`src/rtl/ram_arbiter.sv`:
```
// Two-master arbiter and access sequencer for the single-port program/data RAM.
// Optional macro ARB_RR_EN: round-robin on simultaneous requests (default fixed priority, port 0 first).
module ram_arbiter #(
  parameter int ADDR_W = 16,
  parameter int DATA_W = 8,
  parameter int RD_LAT = 2
) (
  input  logic              clk,
  input  logic              reset,
  input  logic              m0_req,
  input  logic              m0_we,
  input  logic [ADDR_W-1:0] m0_addr,
  input  logic [DATA_W-1:0] m0_wdata,
  output logic              m0_gnt,
  output logic              m0_ack,
  output logic [DATA_W-1:0] m0_rdata,
  input  logic              m1_req,
  input  logic              m1_we,
  input  logic [ADDR_W-1:0] m1_addr,
  input  logic [DATA_W-1:0] m1_wdata,
  output logic              m1_gnt,
  output logic              m1_ack,
  output logic [DATA_W-1:0] m1_rdata,
  output logic [ADDR_W-1:0] ram_address,
  output logic [DATA_W-1:0] ram_data,
  output logic              ram_rden,
  output logic              ram_wren,
  input  logic [DATA_W-1:0] ram_q
);

  typedef enum logic [1:0] {IDLE, RD, WR, ACK} state_t;

  state_t              state_q, state_d;
  logic [1:0]          cnt_q, cnt_d;
  logic                port_q, port_d;
  logic                we_q, we_d;
  logic [ADDR_W-1:0]   addr_q, addr_d;
  logic [DATA_W-1:0]   wdata_q, wdata_d;
  logic [DATA_W-1:0]   m0_rdata_q, m0_rdata_d;
  logic [DATA_W-1:0]   m1_rdata_q, m1_rdata_d;
  logic                win;
  logic                any_req;

  assign any_req = m0_req | m1_req;

`ifdef ARB_RR_EN
  logic last_grant_q, last_grant_d;

  // On a tie the port that was not served most recently goes first.
  assign win = (m0_req && m1_req) ? ~last_grant_q : (m1_req && !m0_req);
`else
  assign win = m1_req && !m0_req;
`endif

  always_ff @(posedge clk) begin
    if (reset) begin
      state_q    <= IDLE;
      cnt_q      <= '0;
      port_q     <= 1'b0;
      we_q       <= 1'b0;
      addr_q     <= '0;
      wdata_q    <= '0;
      m0_rdata_q <= '0;
      m1_rdata_q <= '0;
    end else begin
      state_q    <= state_d;
      cnt_q      <= cnt_d;
      port_q     <= port_d;
      we_q       <= we_d;
      addr_q     <= addr_d;
      wdata_q    <= wdata_d;
      m0_rdata_q <= m0_rdata_d;
      m1_rdata_q <= m1_rdata_d;
    end
  end

`ifdef ARB_RR_EN
  always_ff @(posedge clk) begin
    if (reset) begin
      last_grant_q <= 1'b1;
    end else begin
      last_grant_q <= last_grant_d;
    end
  end
`endif

  always_comb begin
    state_d     = state_q;
    cnt_d       = cnt_q;
    port_d      = port_q;
    we_d        = we_q;
    addr_d      = addr_q;
    wdata_d     = wdata_q;
    m0_rdata_d  = m0_rdata_q;
    m1_rdata_d  = m1_rdata_q;
`ifdef ARB_RR_EN
    last_grant_d = last_grant_q;
`endif
    ram_address = '0;
    ram_data    = '0;
    ram_rden    = 1'b0;
    ram_wren    = 1'b0;
    m0_gnt      = 1'b0;
    m1_gnt      = 1'b0;
    m0_ack      = 1'b0;
    m1_ack      = 1'b0;

    case (state_q)
      IDLE: begin
        if (any_req) begin
          port_d  = win;
          we_d    = win ? m1_we : m0_we;
          addr_d  = win ? m1_addr : m0_addr;
          wdata_d = win ? m1_wdata : m0_wdata;
          cnt_d   = 2'(RD_LAT - 1);
          state_d = (win ? m1_we : m0_we) ? WR : RD;
`ifdef ARB_RR_EN
          last_grant_d = win;
`endif
        end
      end
      RD: begin
        ram_rden    = 1'b1;
        ram_address = addr_q;
        m0_gnt      = ~port_q;
        m1_gnt      = port_q;
        // The final RD cycle is the one whose closing edge samples the RAM output.
        if (cnt_q == 2'd0) begin
          if (port_q) begin
            m1_rdata_d = ram_q;
          end else begin
            m0_rdata_d = ram_q;
          end
          state_d = ACK;
        end else begin
          cnt_d = cnt_q - 2'd1;
        end
      end
      WR: begin
        ram_wren    = 1'b1;
        ram_address = addr_q;
        ram_data    = wdata_q;
        m0_gnt      = ~port_q;
        m1_gnt      = port_q;
        state_d     = ACK;
      end
      ACK: begin
        m0_gnt  = ~port_q;
        m1_gnt  = port_q;
        m0_ack  = ~port_q;
        m1_ack  = port_q;
        state_d = IDLE;
      end
      default: state_d = IDLE;
    endcase
  end

  assign m0_rdata = m0_rdata_q;
  assign m1_rdata = m1_rdata_q;

endmodule

```
`config.mk`:
```
export PLATFORM = sky130hd
export DESIGN_NAME = ram_arbiter
export DESIGN_NICKNAME = d
export VERILOG_FILES = /design/src/rtl/ram_arbiter.sv
export SDC_FILE = /design/constraint.sdc
export NUM_CORES = 1
export LEC_CHECK = 0
export BUFFER_PORTS_ARGS = -buffer_cell sky130_fd_sc_hd__buf_2
export CORE_ASPECT_RATIO = 1.4
export CORE_MARGIN = 3
export CORE_UTILIZATION = 45
export DETAILED_ROUTE_END_ITERATION = 12
export PLACE_DENSITY = 0.78
export SLEW_MARGIN = 20
export SYNTH_ARGS = -nofsm -noshare
export SYNTH_HDL_FRONTEND = slang
export SYNTH_SLANG_ARGS = --single-unit
```
`constraint.sdc`:
```
create_clock -name clk -period 2.3 [get_ports clk]
set_input_delay 0.115 -clock clk [delete_from_list [all_inputs] [get_ports clk]]
set_output_delay 0.115 -clock clk [all_outputs]
set_load 0.05 [all_outputs]
```
Word-level counts from Yosys, hierarchy flattened. Cells that the tools add are included.

Bits in registers: 45. Input port bits: 62. Output and inout port bits: 46. Word-level logic and storage cells: 46.

Add/subtract/negate cells: 1. Equality and inequality tests: 6. Muxes and demuxes: 18. Bitwise logic cells: 2. Reductions and logical operators: 12.

Operators by type and width (number): $mux W16 (2); $mux W8 (2); $mux W2 (5); $reduce_and A3 Y1 (3); $pmux W2 S4 (1); $mux W1 (7); $ne A2 B2 Y1 const B (3); $eq A2 B2 Y1 const B (2); $logic_not A2 Y1 (2); $pmux W2 S2 (1); $reduce_and A2 Y1 (2); $reduce_or A3 Y1 (1); $eq A2 B1 Y1 const B (1); $reduce_bool A2 Y1 (1); $reduce_or A2 Y1 (1); $sub A2 B1 Y2 const B (1); $logic_and A1 B1 Y1 (1); $logic_not A1 Y1 (1); $not A1 Y1 (1); $or A1 B1 Y1 (1).

Longest topological paths before layout. Gate-level depths: netlist (run 1).

Depth in word-level cells: 6. Depth in mapped cells: 7. Gate-level depth less buffers: 5.

Worst setup path after synthesis (run 1). No wires, ideal clock.

Kind: register to register. From: register state_q[1]. To: register cnt_q[0]. Library setup time: 0.071 ns. Arrival time: 1.649 ns. Required time: 2.229 ns. Setup slack: 0.580 ns. Cell stages (with the launch flop): 6. Buffers on the path: 0. Clock period less this slack: 1.720 ns. Path through: dfxtp_1 -> inv_1 -> ha_1 -> nor2_1 -> or4_1 -> a21oi_1.

Cells in the longest elaborated chain, start to end: 3. Elaborated cells between the ends (all ways): 7. Classes of those cells: eq/ne: 3; mux: 1; reduce/logical: 3.

Ends and longest elaborated chain: start: declaration (line 33) `state_t state_q, state_d;`; start signal: assignment (line 66) `state_q <= state_d;`; $eq A2 B1 Y1 / $logic_not A2 Y1 (equally long branches) (line 108) `case (state_q)`; $ne A2 B2 Y1 (no source line) / $reduce_bool A2 Y1 (equally long branches); $reduce_and A3 Y1 (no source line); end signal: assignment (line 67) `cnt_q <= cnt_d;`; end: declaration (line 34) `logic [1:0] cnt_q, cnt_d;`.

Several ways; a longest one is shown, not always the timed one. A chain may end at the register's enable or synchronous reset.

Final worst setup path (run 1).
From: register state_q[0]. To: output ram_address[0].

Cells in the longest elaborated chain, start to end: 3. Elaborated cells between the ends (all ways): 4. Classes of those cells: eq/ne: 2; mux: 1; reduce/logical: 1.

Ends and longest elaborated chain: $eq A2 B1 Y1 / $eq A2 B2 Y1 (equally long branches) (line 108); $reduce_or A2 Y1 (no source line) *; $mux W16 * (line 108); end: declaration (line 24) `output logic [ADDR_W-1:0] ram_address,`.

Every way passes the cells marked *; elsewhere a longest branch is shown, timed or not.

==> results of run 1 <==
-- critical path, stage by stage (launching register included) --
cell	delay [ps]
dfxtp_1	410
inv_1	120
ha_1	570
and2_1	210
buf_2	260
-- cells by family (layout without fill, tap and decap cells) --
group | after synthesis | in the layout | synth area share, %
AO/OA/AOI/OAI | 36 | 36 | 11.9
adder cells (fa/ha/maj) | 7 | 7 | 3.95
buffers and inverters | 21 | 124 | 5.92
flip-flops | 45 | 45 | 40.6
multiplexers | 40 | 40 | 18.0
AND/OR/NAND/NOR | 84 | 84 | 19.6
-- state kept, by name, indices dropped and copies added, names as in the netlist --
| signal | flops |
|---|---|
| port_q | 1 |
| m0_rdata | 8 |
| wdata_q | 8 |
| addr_q | 16 |
| m1_rdata | 8 |
| cnt_q | 2 |
| state_q | 2 |
-- routing by layer --
metal | up-vias | global-route usage, % | routed length (um)
li1 | 1010 | - | -
met1 | 836 | 19.2 | 1940
met2 | 79 | 31.0 | 2340
met3 | 5 | 6.29 | 477
met4 | 0 | 5.85 | 61
met5 | - | 0 | 0
-- metrics by stage --
step | hold WS (ps) | util (%) | area, sq um
floorplan | 211 | - | 2220
global placement | 366 | 59.2 | 2750
detailed placement | 371 | 59.2 | 2750
CTS | 54.0 | 62.1 | 2890
global route | 65.0 | 62.1 | 2890
finish | 63.6 | 62.1 | 2890
-- area by class of cell --
cell class                 instances  area (sq um)  share of cell area (%)
sequential                        45           901                    31.2
multi-input combinational        167          1190                    41.1
inverter                           5          18.8                   0.650
tap                               62          77.6                    2.69
clock buffer                       5          68.8                    2.38
clock inverter                     3          68.8                    2.38
timing repair buffer             111           566                    19.6
-- cells in the final DEF (no fill, tap or decap) --
master	count
and2_0	1
and2_1	25
buf_4	4
o2bb2ai_1	1
a211oi_1	26
ha_1	7
o31ai_1	1
inv_1	5
dfxtp_1	45
clkbuf_8	5
or3_1	1
nor3_1	1
mux2i_1	40
nand3_1	1
a311oi_1	2
nand3b_1	1
a21oi_1	3
nor3b_4	1
and4bb_2	1
nor2b_1	4
inv_6	1
nor2_1	44
buf_2	107
nand2b_1	3
bufinv_16	2
o21a_1	2
or4_1	1
o21ai_0	1
-- synth_stat cells --
cell type	instances
nand3_1	1
nand3b_1	1
nor3_1	1
and2_1	25
o2bb2ai_1	1
dfxtp_1	45
or4_1	1
buf_6	2
mux2i_1	40
buf_2	4
clkbuf_1	8
nor2_1	44
o21ai_0	1
buf_12	2
o31ai_1	1
nor3b_4	1
a21oi_1	3
a211oi_1	26
and2_0	1
nor2b_1	4
and4bb_2	1
nand2b_1	3
ha_1	7
o21a_1	2
a311oi_1	2
or3_1	1
inv_1	5
-- where the power goes --
part           switching [uW]  internal (uW)
clock                     267            437
sequential                109           1000
combinational            1370            604
-- worst max path at each step --
| stage | endpoint | from | cells past startpoint | slack [ps] |
|---|---|---|---|---|
| 5_1_grt | ram_address[6] | state_q[0] | 4 | 170 |
| 2_1_floorplan | cnt_q[0] | state_q[1] | 5 | 580 |
| 3_3_place_gp | cnt_q[0] | state_q[0] | 5 | 630 |
| 4_1_cts | ram_address[0] | state_q[0] | 4 | 300 |
| 3_5_place_dp | cnt_q[0] | state_q[0] | 5 | 540 |
| 6_report | ram_address[0] | state_q[0] | 4 | 310 |
==> metrics.yaml, run 1 <==
fin_setup_tns_ps: 0
synth.top_cell.area_share_pct: 40.6
cp.required_ps: 2180
viasPerCell: 4.85
worst-r2r-cell-count: 5
r2r_start: "state_q[0]"
dr.pass1.iters: 4
synth.cell_area_sq_mm: 0.00222
yosysUniqueCellTypes: 27
cp-start-kind: "register"
synth_area_leaders: "dfxtp_1, mux2i_1, a211oi_1"
start_util_pct: 47.8
worst_pin_slew_ps: 562
peakVddDrop_mv: 0.674
finalClockSkew_ps: 3.70
ff2ff_setup_slack_ps: 530
n_antenna_cell: 0
finalCritPeriodShare_pct: 86.4
cts_tree: "built"
p_leak_uw: 0.00160
rows: 29
grt_use_total_pct: 17.4
htreeDepth: 2
synth_seq_cells: 45
fmax_ghz: 0.503
syn_area_per_cell_sq_um: 9.52
finalHoldViolCount: 0
post_cts_buffers: 0
overflow: 0
die_w_um: 65.3
critical_path_class: "register to output pin"
place_hpwl_mm: 3.69
synthCells: 233
endpoint_kind: "output pin"
io_pins: 108
rr_endpoint: "cnt_q[0]"
port-buffer-count: 107
finalNonFillerCells: 398
grt_pass1_vias: 1832
hold_class: "primary input to register"
insertion_delay_ps: 290
grt_pass1_wl_mm: 7.91
ctsResizeCount: 0
min_to: "m1_rdata[4]"
cp_max_fo: 18
syn_to_final_growth_pct: 30.1
powerDensity_mw_per_mm2: 1310
timing.final.crit_period_ps: 1990
drtIter0Drc: 51
gp_congestion: 0.809
holdCritStartpoint: "ram_q[4]"
wl_per_cell_um: 12.1
antenna_found_initial: 0
drive_above_1_share_pct: 36.0
drc: 0
dieHeight_um: 89.1
layout.nets: 404
totalWireLength_mm: 4.82
cts.sink_count: 45
worstHoldPathCells: 3
clock_path_buffers: 2
grt_max_degree: 35
vias: 1930
worst_ep_arrival_time_ps: 1870
numCtsBuffers: 5
cts-root-buf: "clkbuf_8"
drv_cap: 0
preCtsSetupSlack_ps: 542
antenna_left: 0
finalMaxSlewViolations: 0
rsz0062_at_grt: "no"
clk_pin_slew_worst_paths_ps: 80
setup_violations: 0
hold_buffers: 0
status: "completed"
dp_cells: 390
setup_ws_ps: 314
die_area_sq_mm: 0.00582
synth_warnings: 0
seq_area_frac_synth_pct: 40.6
core_area_sq_mm: 0.00464
nFillCells: 444
slew_headroom_pct: 62.4
synthesis.nets: 302
yosysTopAreaCell: "dfxtp_1"
p_total_uw: 3790
Power figures use the tool's default switching activity.
==> run 2, diff against run 1 <==
--- a/config.mk
+++ b/config.mk
@@ -6,11 +6,13 @@
 export NUM_CORES = 1
 export LEC_CHECK = 0
 export BUFFER_PORTS_ARGS = -buffer_cell sky130_fd_sc_hd__buf_2
+export CELL_PAD_IN_SITES_DETAIL_PLACEMENT = 1
+export CELL_PAD_IN_SITES_GLOBAL_PLACEMENT = 2
 export CORE_ASPECT_RATIO = 1.4
 export CORE_MARGIN = 3
-export CORE_UTILIZATION = 45
+export CORE_UTILIZATION = 26
 export DETAILED_ROUTE_END_ITERATION = 12
-export PLACE_DENSITY = 0.78
+export PLACE_DENSITY_LB_ADDON = 0.1
 export SLEW_MARGIN = 20
 export SYNTH_ARGS = -nofsm -noshare
 export SYNTH_HDL_FRONTEND = slang
==> run 2 against run 1 <==
  * Via count rose by 2.0%
  * Critical path depth did not move
  * Combinational power rose by 3%
  * Cell count rose by 9.5%
  * Hold slack improved by 16 ps
  * Count of clock-buffer cells in the layout did not move
  * Utilization fell by 26 points
  * Routed wire length rose by 23%
  * Non-clock buffer count fell by 2
  * Clock skew rose by 1.4 ps
  * Critical path type unchanged
  * Critical endpoint is now ram_address[12]
==> metrics.yaml, run 2 (synthesis results as in run 1) <==
drive_above_1_share_pct: 36.2
die_area_sq_mm: 0.00969
worst_ep_arrival_time_ps: 1890
grt_use_total_pct: 12.4
htreeDepth: 2
dr.pass1.iters: 4
finalNonFillerCells: 436
timing.final.crit_period_ps: 2010
preCtsSetupSlack_ps: 543
wl_per_cell_um: 13.6
drv_cap: 0
antenna_left: 0
post_cts_buffers: 0
setup_ws_ps: 293
io_pins: 108
antenna_found_initial: 0
worst_pin_slew_ps: 830
largest_reg_flops: 16
clk_pin_slew_worst_paths_ps: 60
vias: 1968
final_cell_mix: "buf_2, dfxtp_1, nor2_1"
hold_ws_ps: 79.1
powerDensity_mw_per_mm2: 1340
nFillCells: 1014
n_antenna_cell: 0
dp_cells: 428
ff2ff_setup_slack_ps: 540
fmax_ghz: 0.498
peakVddDrop_mv: 0.472
drc: 0
cts_tree: "built"
cts.sink_count: 45
finalHoldViolCount: 0
totalWireLength_mm: 5.91
worst-r2r-cell-count: 5
setup_violations: 0
worstHoldPathCells: 3
gp_congestion: 0.699
endpoint_kind: "output pin"
critical_path_class: "register to output pin"
grt_pass1_wl_mm: 9.69
start_util_pct: 26.9
place_hpwl_mm: 4.46
cp.required_ps: 2180
port-buffer-count: 107
status: "completed"
die_w_um: 84.1
hold_class: "primary input to register"
finalCritPeriodShare_pct: 87.2
largest-register: "addr_q"
insertion_delay_ps: 290
p_leak_uw: 0.00160
layout_commonest_cell: "buf_2"
fin_setup_tns_ps: 0
cp-start-kind: "register"
drtIter0Drc: 44
numCtsBuffers: 5
overflow: 0
syn_to_final_growth_pct: 34.0
grt_max_degree: 49
finalClockSkew_ps: 5.07
finalMaxSlewViolations: 0
slew_headroom_pct: 44.7
cp_max_fo: 18
viasPerCell: 4.51
cts-root-buf: "clkbuf_16"
rows: 39
rsz0062_at_grt: "no"
core_area_sq_mm: 0.00825
hold_buffers: 0
dieHeight_um: 115
grt_pass1_vias: 1967
ctsResizeCount: 0
layout.nets: 402
clock_path_buffers: 2
## run 2: stage by stage
| stage | utilization, % | cell area [sq um] | total power, uW |
|---|---|---|---|
| after floorplan | - | 2220 | 2720 |
| after global placement | 34.0 | 2800 | 3180 |
| after detailed placement | 34.0 | 2800 | 3210 |
| after CTS | 36.0 | 2970 | 4050 |
| after global routing | 36.0 | 2970 | 4280 |
| final | 36.0 | 2970 | 3970 |
## run 2: critical path, cell delays in order (launching register included)
cell     delay [ps]
dfxtp_1         390
inv_1           110
ha_1            620
and2_1          220
buf_2           270
## run 2: cell type report
cell class | instances | area, sq um | area share, %
Tap cell | 102 | 128 | 4.29
Clock buffer | 5 | 125 | 4.21
Sequential cell | 45 | 901 | 30.3
Multi-Input combinational cell | 167 | 1190 | 40.0
Inverter | 5 | 18.8 | 0.632
Clock inverter | 3 | 46.3 | 1.56
Timing Repair Buffer | 109 | 563 | 18.9
## run 2: metal layers
layer  GRT usage (%)  vias up  wire length [um]
met5               0        -                 0
met3            3.51        6               409
met2            21.9       64              3050
met1            14.7      896              2390
li1                -     1002                 -
met4            3.54        0                72
## run 2: worst paths after layout
check                                start         endpoint
worst min register to register    cnt_q[1]         cnt_q[1]
worst min-delay path              ram_q[7]      m1_rdata[7]
worst max-delay path            state_q[0]  ram_address[12]
worst max register to register  state_q[0]         cnt_q[0]
## run 2: power breakdown
part / total, uW / internal [uW] / switching (uW)
combinational: 2030 / 623 / 1410
clock: 828 / 514 / 314
sequential: 1110 / 1000 / 111
